===== config.mk =====
export PLATFORM = sky130hd
export DESIGN_NAME = data_mem_responder_flat
export DESIGN_NICKNAME = d
export VERILOG_FILES = /design/src/rtl/data_mem_responder_pkg.sv /design/src/rtl/data_mem_responder_if.sv /design/src/rtl/data_mem_responder_array.sv /design/src/rtl/data_mem_responder.sv /design/src/flat_wrapper.sv
export SDC_FILE = /design/constraint.sdc
export NUM_CORES = 1
export LEC_CHECK = 0
export BUFFER_PORTS_ARGS = -buffer_cell sky130_fd_sc_hd__buf_2
export CAP_MARGIN = 30
export CORE_UTILIZATION = 35
export CTS_CLUSTER_SIZE = 10
export DETAILED_ROUTE_END_ITERATION = 16
export GPL_TIMING_DRIVEN = 0
export PLACE_DENSITY = 0.59
export SETUP_SLACK_MARGIN = 0.5
export SYNTH_ARGS = -nofsm -noshare
export SYNTH_HDL_FRONTEND = slang
export SYNTH_HIERARCHICAL = 1
export SYNTH_SLANG_ARGS = --single-unit

===== constraint.sdc =====
create_clock -name clk -period 3.8 [get_ports clk]
set_input_delay 0.19 -clock clk [delete_from_list [all_inputs] [get_ports clk]]
set_output_delay 0.19 -clock clk [all_outputs]
set_load 0.005 [all_outputs]

===== src/rtl/data_mem_responder_pkg.sv =====
// rtl/data_mem_responder_pkg.sv - shared types and constants for the wait-state data memory responder
package dmem_pkg;

    typedef enum logic [1:0] {
        IDLE,
        WAIT,
        RESP
    } dmem_state_t;

    // Wait counter width; covers Latency 0..15.
    localparam int CNT_W = 4;

endpackage


===== src/rtl/data_mem_responder_if.sv =====
// rtl/data_mem_responder_if.sv - request/response channels between datapath and data memory
// master: datapath (drives req_*, rsp_ready); slave: memory responder (drives req_ready, rsp_*).
interface data_mem_responder_if #(
    parameter int Bits = 16
);
    logic            req_valid;
    logic            req_write;
    logic [Bits-1:0] req_addr;
    logic [Bits-1:0] req_wdata;
    logic            req_ready;
    logic            rsp_valid;
    logic            rsp_ready;
    logic [Bits-1:0] rsp_rdata;
    logic            rsp_error;

    modport master (
        output req_valid, req_write, req_addr, req_wdata, rsp_ready,
        input  req_ready, rsp_valid, rsp_rdata, rsp_error
    );

    modport slave (
        input  req_valid, req_write, req_addr, req_wdata, rsp_ready,
        output req_ready, rsp_valid, rsp_rdata, rsp_error
    );
endinterface


===== src/rtl/data_mem_responder_array.sv =====
// rtl/data_mem_responder_array.sv - word storage with synchronous write, combinational read
// Ports: clk, rst_n (async clear of all words), we/waddr/wdata (write port), raddr/rdata (read port).
module dmem_array #(
    parameter  int Bits    = 16,
    parameter  int MemSize = 8,
    localparam int AW      = (MemSize > 1) ? $clog2(MemSize) : 1
) (
    input  logic            clk,
    input  logic            rst_n,
    input  logic            we,
    input  logic [AW-1:0]   waddr,
    input  logic [Bits-1:0] wdata,
    input  logic [AW-1:0]   raddr,
    output logic [Bits-1:0] rdata
);
    logic [Bits-1:0] mem_q [MemSize];

    always_ff @(posedge clk or negedge rst_n) begin
        if (!rst_n) begin
            for (int i = 0; i < MemSize; i++) begin
                mem_q[i] <= '0;
            end
        end else if (we) begin
            mem_q[waddr] <= wdata;
        end
    end

    // Guards index values past the end when MemSize is not a power of two.
    assign rdata = (int'(raddr) < MemSize) ? mem_q[raddr] : '0;
endmodule


===== src/rtl/data_mem_responder.sv =====
// rtl/data_mem_responder.sv - wait-state load/store responder owning the data array
// Ports: clk (rising edge), rst (async, active-low), bus (slave side of data_mem_responder_if:
// request channel req_valid/req_ready/req_write/req_addr/req_wdata, response channel
// rsp_valid/rsp_ready/rsp_rdata/rsp_error).
module data_mem_responder
    import dmem_pkg::*;
#(
    parameter int Bits    = 16,
    parameter int MemSize = 8,
    parameter int Latency = 2
) (
    input  logic                 clk,
    input  logic                 rst,
    data_mem_responder_if.slave  bus
);
    localparam int AW = (MemSize > 1) ? $clog2(MemSize) : 1;

    dmem_state_t     state_q, state_d;
    logic [CNT_W-1:0] cnt_q, cnt_d;
    logic            wr_q, wr_d;
    logic [Bits-1:0] addr_q, addr_d;
    logic [Bits-1:0] wdata_q, wdata_d;
    logic [Bits-1:0] rdata_q, rdata_d;
    logic            err_q, err_d;

    logic            req_ready;
    logic            rsp_valid;

    // The access happens either on the acceptance edge (zero latency, live inputs)
    // or on the last WAIT edge (captured registers).
    logic            take_now;
    logic            acc_en;
    logic            acc_write;
    logic [Bits-1:0] acc_addr;
    logic [Bits-1:0] acc_wdata;
    logic            in_range;
    logic [Bits-1:0] mem_rdata;

    assign take_now  = (Latency == 0) && (state_q == IDLE) && bus.req_valid;
    assign acc_en    = take_now || ((state_q == WAIT) && (cnt_q == '0));
    assign acc_write = take_now ? bus.req_write : wr_q;
    assign acc_addr  = take_now ? bus.req_addr  : addr_q;
    assign acc_wdata = take_now ? bus.req_wdata : wdata_q;
    assign in_range  = acc_addr < Bits'(MemSize);

    dmem_array #(
        .Bits    (Bits),
        .MemSize (MemSize)
    ) u_array (
        .clk   (clk),
        .rst_n (rst),
        .we    (acc_en && acc_write && in_range),
        .waddr (acc_addr[AW-1:0]),
        .wdata (acc_wdata),
        .raddr (acc_addr[AW-1:0]),
        .rdata (mem_rdata)
    );

    always_ff @(posedge clk or negedge rst) begin
        if (!rst) begin
            state_q <= IDLE;
            cnt_q   <= '0;
            wr_q    <= 1'b0;
            addr_q  <= '0;
            wdata_q <= '0;
            rdata_q <= '0;
            err_q   <= 1'b0;
        end else begin
            state_q <= state_d;
            cnt_q   <= cnt_d;
            wr_q    <= wr_d;
            addr_q  <= addr_d;
            wdata_q <= wdata_d;
            rdata_q <= rdata_d;
            err_q   <= err_d;
        end
    end

    always_comb begin
        state_d   = state_q;
        cnt_d     = cnt_q;
        wr_d      = wr_q;
        addr_d    = addr_q;
        wdata_d   = wdata_q;
        rdata_d   = rdata_q;
        err_d     = err_q;
        req_ready = 1'b0;
        rsp_valid = 1'b0;

        case (state_q)
            IDLE: begin
                req_ready = 1'b1;
                if (bus.req_valid) begin
                    wr_d    = bus.req_write;
                    addr_d  = bus.req_addr;
                    wdata_d = bus.req_wdata;
                    if (Latency == 0) begin
                        state_d = RESP;
                    end else begin
                        cnt_d   = CNT_W'(Latency - 1);
                        state_d = WAIT;
                    end
                end
            end
            WAIT: begin
                if (cnt_q == '0) begin
                    state_d = RESP;
                end else begin
                    cnt_d = cnt_q - 1'b1;
                end
            end
            RESP: begin
                rsp_valid = 1'b1;
                if (bus.rsp_ready) begin
                    rdata_d = '0;
                    err_d   = 1'b0;
                    state_d = IDLE;
                end
            end
            default: state_d = IDLE;
        endcase

        // Stores and errors report zero data; only in-range loads return the word.
        if (acc_en) begin
            rdata_d = (in_range && !acc_write) ? mem_rdata : '0;
            err_d   = !in_range;
        end
    end

    assign bus.req_ready = req_ready;
    assign bus.rsp_valid = rsp_valid;
    assign bus.rsp_rdata = rdata_q;
    assign bus.rsp_error = err_q;
endmodule


===== src/flat_wrapper.sv =====
// flat-port wrapper written by rule: the top's interface ports become plain ports
module data_mem_responder_flat import dmem_pkg::*;
#(
    parameter int Bits    = 16,
    parameter int MemSize = 8,
    parameter int Latency = 2
)
  (clk, rst, bus_req_valid, bus_req_write, bus_req_addr, bus_req_wdata, bus_rsp_ready, bus_req_ready, bus_rsp_valid, bus_rsp_rdata, bus_rsp_error);
  data_mem_responder_if #(.Bits(Bits)) bus_i ();
  input  logic clk;
  input  logic rst;
  input wire logic [$bits(bus_i.req_valid)-1:0] bus_req_valid;
  input wire logic [$bits(bus_i.req_write)-1:0] bus_req_write;
  input wire logic [$bits(bus_i.req_addr)-1:0] bus_req_addr;
  input wire logic [$bits(bus_i.req_wdata)-1:0] bus_req_wdata;
  input wire logic [$bits(bus_i.rsp_ready)-1:0] bus_rsp_ready;
  output wire logic [$bits(bus_i.req_ready)-1:0] bus_req_ready;
  output wire logic [$bits(bus_i.rsp_valid)-1:0] bus_rsp_valid;
  output wire logic [$bits(bus_i.rsp_rdata)-1:0] bus_rsp_rdata;
  output wire logic [$bits(bus_i.rsp_error)-1:0] bus_rsp_error;
  assign bus_i.req_valid = bus_req_valid;
  assign bus_i.req_write = bus_req_write;
  assign bus_i.req_addr = bus_req_addr;
  assign bus_i.req_wdata = bus_req_wdata;
  assign bus_i.rsp_ready = bus_rsp_ready;
  assign bus_req_ready = bus_i.req_ready;
  assign bus_rsp_valid = bus_i.rsp_valid;
  assign bus_rsp_rdata = bus_i.rsp_rdata;
  assign bus_rsp_error = bus_i.rsp_error;
  data_mem_responder #(.Bits(Bits), .MemSize(MemSize), .Latency(Latency)) u_core (.clk(clk), .rst(rst), .bus(bus_i));
endmodule

* Word level (Yosys, flattened, before mapping) *
Index checks and enable logic that the tools add are counted.

operators by class
  add/subtract/negate cells = 1
  $lt $le $gt $ge = 3
  equality and inequality tests = 6
  muxes and demuxes = 22
  bitwise logic cells = 1
  reductions and logical operators = 16

operators by type and width
  cell                 number
  $bwmux 128           1
  $mux 16              7
  $bmux 16 s3          1
  $demux 16 s3         1
  $lt 16x4->1 const B  1
  $mux 4               2
  $ne 2x2->1 const B   4
  $pmux 4 s2           1
  $mux 2               3
  $pmux 2 s3           1
  $reduce_and 3->1     2
  $reduce_bool 2->1    3
  $logic_and 1x1->1    5
  $mux 1               5
  $ge 4x4->1 const B   1
  $logic_not 4->1      1
  $lt 4x1->1 const B   1
  $not 3->4            1
  $reduce_and 2->1     2
  $sub 4x1->4 const B  1
  $eq 2x1->1 const B   1
  $eq 2x2->1 const B   1
  $logic_not 1->1      2
  $logic_not 2->1      1

word-level totals
  flip-flop bits (word level) = 184
  bits of input ports = 37
  output and inout port bits = 19
  logic and storage cells = 64

* Longest topological paths before layout *
  depth in word-level cells = 6
  gate-level depth with buffers = 12

* Cells and area by module *
Netlist, hierarchy kept.

by module, submodules not included
  module              instances  cells each  area an instance (um^2)  seq. area each (um^2)
  dmem_array          1          336         5929.4                   3203.1
  data_mem_responder  1          239         2414.8                   1401.3

* Worst setup path before layout *
OpenSTA, ideal clock, no wires.

  kind = register -> register
  start = register u_core.cnt_q[0]
  end = register u_core/u_array/mem_q[85] (netlist name)
  data arrival time = 2.566 ns
  data required time = 3.675 ns
  setup slack = 1.110 ns
  stages on the path, launching flop included = 13
  buffers on the path = 5
  cell sequence = dfrtp_1 inv_1 ha_1 or3b_1 buf_6 nor2_8 buf_8 and3_1 buf_4 nor4bb_1 buf_2 buf_4 mux2_2

between the ends
  word-level cells in the longest chain between the ends = 4

RTL lines
  what                             RTL line                        text
  from (decl)                      data_mem_responder.sv:19        logic [CNT_W-1:0] cnt_q, cnt_d;
  from (signal assigned)           data_mem_responder.sv:70        cnt_q <= cnt_d;
  $logic_not 4->1                  data_mem_responder.sv:40        assign acc_en = take_now || ((state_q == WAIT) && (cnt_q == '0));
  $logic_and 1x1->1                data_mem_responder.sv:40
  $logic_and 1x1->1 (2 in a row)   data_mem_responder.sv:52        .we (acc_en && acc_write && in_range),
  to (signal, indexed assignment)  data_mem_responder_array.sv:24  mem_q[waddr] <= wdata;
  to (decl)                        data_mem_responder_array.sv:16  logic [Bits-1:0] mem_q [MemSize];

No other way between the ends.
A chain may end at the register's enable or synchronous reset.

* Final worst setup path *
  start = register u_core.cnt_q[0]
  end = register u_core/u_array/mem_q[91] (netlist name)

The elaborated chain is that of the path after synthesis.

==> flow_metrics.env <==
export IMPL_design_die_area_sq_mm=0.0245
export IMPL_path_depth=12
export IMPL_kind_of_start_point_of_the_critical_path="flop"
export IMPL_worst_slew_margin_rel=0.448
export IMPL_dpl_instance_area_sq_mm=0.00906
export IMPL_via_cell_ratio=5.01
export IMPL_finalSetupTns_ns=0
export IMPL_postSynthNetCount=614
export IMPL_critical_path_n_buffers_inverters=6
export IMPL_drt_iter0_markers=292
export IMPL_finalWorstPathRequiredPeriod_ns=3.11
export IMPL_final_max_slew_viol_count=0
export IMPL_critical_path_reg2reg_startpoint="u_core/cnt_q[0]$_DFFE_PN0P_"
export IMPL_status="finished with violations"
export IMPL_post_synthesis_register_bit_count=184
export IMPL_fp_dieW_microns=156
export IMPL_post_synth_top_cells="184 x sky130_fd_sc_hd__dfrtp_1, 144 x sky130_fd_sc_hd__mux2_2, 103 x sky130_fd_sc_hd__nand2_1"
export IMPL_met2_usage=0.293
export IMPL_worstSetupPathType="reg2reg"
export IMPL_yosys_area_share_adder=0.00300
export IMPL_max_freq_ghz=0.322
export IMPL_cts_clk_slew_worst_paths_ns=0.07
export IMPL_synth_xor_area_share=0
export IMPL_cts_root_to_sink_buffers=2
export IMPL_routedWlPerCell_microns=19.4
export IMPL_layout_cell_area_non_filler_sq_mm=0.00997
export IMPL_grt_antenna_before_repair=0
export IMPL_clock_power_share=0.302
export IMPL_grt_ovfl_total=0
export IMPL_drt_antenna_violating_nets=0
export IMPL_num_rows=56
export IMPL_ys_flop_type="sky130_fd_sc_hd__dfrtp_1"
export IMPL_dr_total_vias=5103
export IMPL_wirelength_mm=19.7
export IMPL_io_pin_count=56
export IMPL_globalRouteTotalUtil=0.172
export IMPL_timing_critical_path_from="u_core/cnt_q[0]$_DFFE_PN0P_"
export IMPL_critPathArrivalTime_ns=3.42
export IMPL_syn_instance_count=575
export IMPL_setup_violations_final=0
export IMPL_critical_path_most_common_cell="sky130_fd_sc_hd__buf_4"
export IMPL_totalPowerFinal_mw=5.35
export IMPL_r2r_end="u_core/u_array/mem_q[91]$_DFFE_PN0P_"
export IMPL_yosys_warnings=6
export IMPL_timing_critical_path_fanout_max=10
export IMPL_clock_tree_skew_after_final_layout_ns=0.00681
export IMPL_post_synth_mux_area_share=0.294
export IMPL_grt_use_met1=0.220
export IMPL_synth_top_cell_area_share=0.552
export IMPL_synth_largest_area_cell="sky130_fd_sc_hd__dfrtp_1"
export IMPL_busiest_layer="met2"
export IMPL_detailedPlacementHpwl_mm=12.9
export IMPL_met3_usage=0.0313
export IMPL_power_switching_fraction=0.339
export IMPL_number_of_flops_mapped_to_enable_cells_by_yosys=0
export IMPL_power_share_of_the_combinational_group=0.239
export IMPL_number_of_clock_sinks=184
export IMPL_worst_path_max_delay_cell="sky130_fd_sc_hd__dfrtp_1"
export IMPL_max_slew_worst_pin_slew_ns=0.827
export IMPL_synth_area_leaders="sky130_fd_sc_hd__dfrtp_1 55%, sky130_fd_sc_hd__mux2_2 19%, sky130_fd_sc_hd__mux4_1 8.8%, sky130_fd_sc_hd__nand2_1 4.6%, sky130_fd_sc_hd__a32o_1 1.9%"
export IMPL_clock_tree_from_tritoncts="yes"
export IMPL_layout_nets=726
export IMPL_internal_power_mw=3.54
export IMPL_yosys_cell_types_count=44
export IMPL_drt_pass1_iter_count=10
export IMPL_cp_end_kind="flop"
export IMPL_synth_cell_area_sq_mm=0.00834
export IMPL_hold_path_class="in2reg"
export IMPL_setup_reg_to_reg_worst_slack_ns=0.69
export IMPL_timing_critical_path_to="u_core/u_array/mem_q[91]$_DFFE_PN0P_"
export IMPL_flow_area_growth_from_synthesis_pct=19.5
export IMPL_power_density_mw_per_mm2=537
export IMPL_static_power_due_to_leakage_nw=5.11
export IMPL_antenna_cells_inserted=0
export IMPL_grt_setup_unrepaired="no"
export IMPL_synth_async_sr_flop_share=1.00
export IMPL_finalHoldViolations=0
export IMPL_p_sw_mw=1.82
export IMPL_gp_congestion=0.785
export IMPL_violations_in_the_final_reports="DRC"
export IMPL_cts_made_buffers=17
export IMPL_post_route_drc_count=1
export IMPL_worst_ep_required_time_ns=4.11
export IMPL_clock_latency_on_the_worst_skew_pair_ns=0.43
export IMPL_initial_utilization=0.357
export IMPL_largest_net_degree_at_the_start_of_global_routing=116
export IMPL_cpLargestDelayFamily="buffers and inverters"
export IMPL_crit_chain="inv_1, ha_1, or3b_1, buf_6, nor2_8, buf_8, and3_1, buf_4, nor4bb_2, buf_4, buf_4, mux2_2"
export IMPL_ir_drop_uv=347
export IMPL_synth_simple_gate_area_frac=0.0882
export IMPL_maxCapViolations=0
export IMPL_yosysMostFrequentCell="sky130_fd_sc_hd__dfrtp_1"
export IMPL_grt_first_pass_wirelength_mm=31.2
export IMPL_synthesis_area_per_instance_sq_um=14.5
export IMPL_final_period_utilization=0.818
export IMPL_seq_area_frac_synth=0.552
export IMPL_synth_compound_gate_area_share=0.0279
export IMPL_first_global_vias=5567
export IMPL_main_combinational_cell_family_by_area_after_synthesis="multiplexers"
export IMPL_die_height_microns=156
export IMPL_crit_path_max_cell_delay_ns=0.41
export IMPL_place_port_buffers=55
export IMPL_htreeDepth=4
export IMPL_clockRootBuffer="sky130_fd_sc_hd__clkbuf_16"
export IMPL_reg2regPathDepth=12
export IMPL_core_sq_mm=0.0234
export IMPL_pwr_share_seq=0.459
export IMPL_layout_drive_gt1_share=0.400
## cell usage in the layout, fill, tap and decap left out, types with 2 or more instances in the layout
| master | netlist | routed |
|---|---|---|
| sky130_fd_sc_hd__clkbuf_1 | 6 | 7 |
| sky130_fd_sc_hd__clkinvlp_4 | 0 | 3 |
| sky130_fd_sc_hd__nor2_1 | 2 | 2 |
| sky130_fd_sc_hd__nor4_1 | 2 | 2 |
| sky130_fd_sc_hd__nand2_1 | 103 | 103 |
| sky130_fd_sc_hd__mux2_2 | 144 | 144 |
| sky130_fd_sc_hd__buf_6 | 11 | 11 |
| sky130_fd_sc_hd__nor2b_1 | 17 | 17 |
| sky130_fd_sc_hd__inv_1 | 4 | 4 |
| sky130_fd_sc_hd__ha_1 | 2 | 2 |
| sky130_fd_sc_hd__clkbuf_16 | 0 | 17 |
| sky130_fd_sc_hd__buf_2 | 11 | 63 |
| sky130_fd_sc_hd__a211oi_1 | 2 | 2 |
| sky130_fd_sc_hd__clkinv_2 | 0 | 3 |
| sky130_fd_sc_hd__nand4b_2 | 3 | 3 |
| sky130_fd_sc_hd__nor3_1 | 2 | 2 |
| sky130_fd_sc_hd__mux4_2 | 4 | 4 |
| sky130_fd_sc_hd__dfrtp_1 | 184 | 184 |
| sky130_fd_sc_hd__buf_8 | 1 | 2 |
| sky130_fd_sc_hd__a32o_1 | 16 | 16 |
| sky130_fd_sc_hd__mux4_1 | 28 | 28 |
| sky130_fd_sc_hd__clkinv_4 | 0 | 5 |
| sky130_fd_sc_hd__buf_4 | 6 | 10 |
| sky130_fd_sc_hd__inv_6 | 0 | 2 |
| sky130_fd_sc_hd__dlygate4sd3_1 | 0 | 34 |
| sky130_fd_sc_hd__buf_1 | 2 | 2 |
## through the flow
step | util | std cells | setup slack (ns) | hold slack (ns)
CTS | 0.425 | 1016 | 0.552 | 0.0181
finish | 0.426 | 1019 | 0.693 | 0.0341
global placement | 0.385 | 949 | -0.211 | 0.384
global route | 0.426 | 1019 | 0.526 | 0.0381
floorplan | - | 575 | 1.11 | -0.106
detailed placement | 0.387 | 950 | 0.561 | 0.184
## sequential cells by signal (all words and copies together) (netlist names)
signal,cells
u_core/acc_addr,16
u_core/bus.rsp_error,1
u_core/acc_wdata,16
u_core/u_array/mem_q,128
u_core/state_q,2
u_core/bus.rsp_rdata,16
u_core/cnt_q,4
u_core/acc_write,1
## worst min path at each step
| stage | startpoint | end | slack [ns] | cells after the start |
|---|---|---|---|---|
| floorplan | rst | u_core/acc_addr[0]$_DFFE_PN0P_ | -0.11 | 0 |
| global placement | bus_req_wdata[0] | u_core/acc_wdata[0]$_DFFE_PN0P_ | 0.38 | 3 |
| detailed placement | rst | u_core/acc_wdata[8]$_DFFE_PN0P_ | 0.18 | 1 |
| CTS | bus_req_wdata[13] | u_core/acc_wdata[13]$_DFFE_PN0P_ | 0.02 | 3 |
| global route | bus_req_wdata[13] | u_core/acc_wdata[13]$_DFFE_PN0P_ | 0.04 | 3 |
| finish | bus_req_wdata[13] | u_core/acc_wdata[13]$_DFFE_PN0P_ | 0.03 | 3 |
## repair_timing
item | CTS | global route
hold buffers | 34 | 0
setup buffers | 0 | 3
resized for setup | 0 | 4
hold endpoints to repair | 102 | 0
endpoints found under the setup margin | 0 | 20
## layer usage
layer	up-vias	wire, microns
li1	2313	-
met5	-	0
met2	99	9800
met1	2668	8930
met3	23	579
met4	0	409
## kinds of logic (layout without fill, tap and decap cells)
| logic type | after synthesis | count (layout) |
|---|---|---|
| DFF | 184 | 184 |
| and+or+nand+nor | 145 | 145 |
| buffers and inverters | 42 | 167 |
| muxes | 177 | 177 |
| AOI/OAI and AO/OA | 25 | 25 |
| adders and majority gates | 2 | 2 |
## worst min-delay path, delay by kind of cell
| family | cells | cell delay, ns |
|---|---|---|
| and+or+nand+nor | 2 | 0.16 |
| buffers and inverters | 1 | 0.08 |
## power by group through the flow
stage	clock network (mW)	logic (mW)	registers, mW
6_report	1.61	1.28	2.46
5_1_grt	1.75	1.40	2.51
4_1_cts	1.66	1.30	2.46
2_1_floorplan	0	0.862	2.39
3_5_place_dp	0	1.27	2.49
3_3_place_gp	0	1.23	2.46
## area by class of cell
| type | count | area (sq um) |
|---|---|---|
| fill | 2180 | 13400 |
| clock buffer | 19 | 443 |
| tap | 319 | 399 |
| sequential | 184 | 4600 |
| timing repair buffer | 93 | 676 |
| multi-input combinational | 349 | 3460 |
| clock inverter | 13 | 98.8 |
| inverter | 4 | 15.0 |
| buffer | 38 | 279 |
(Power assumes the default switching activity.)
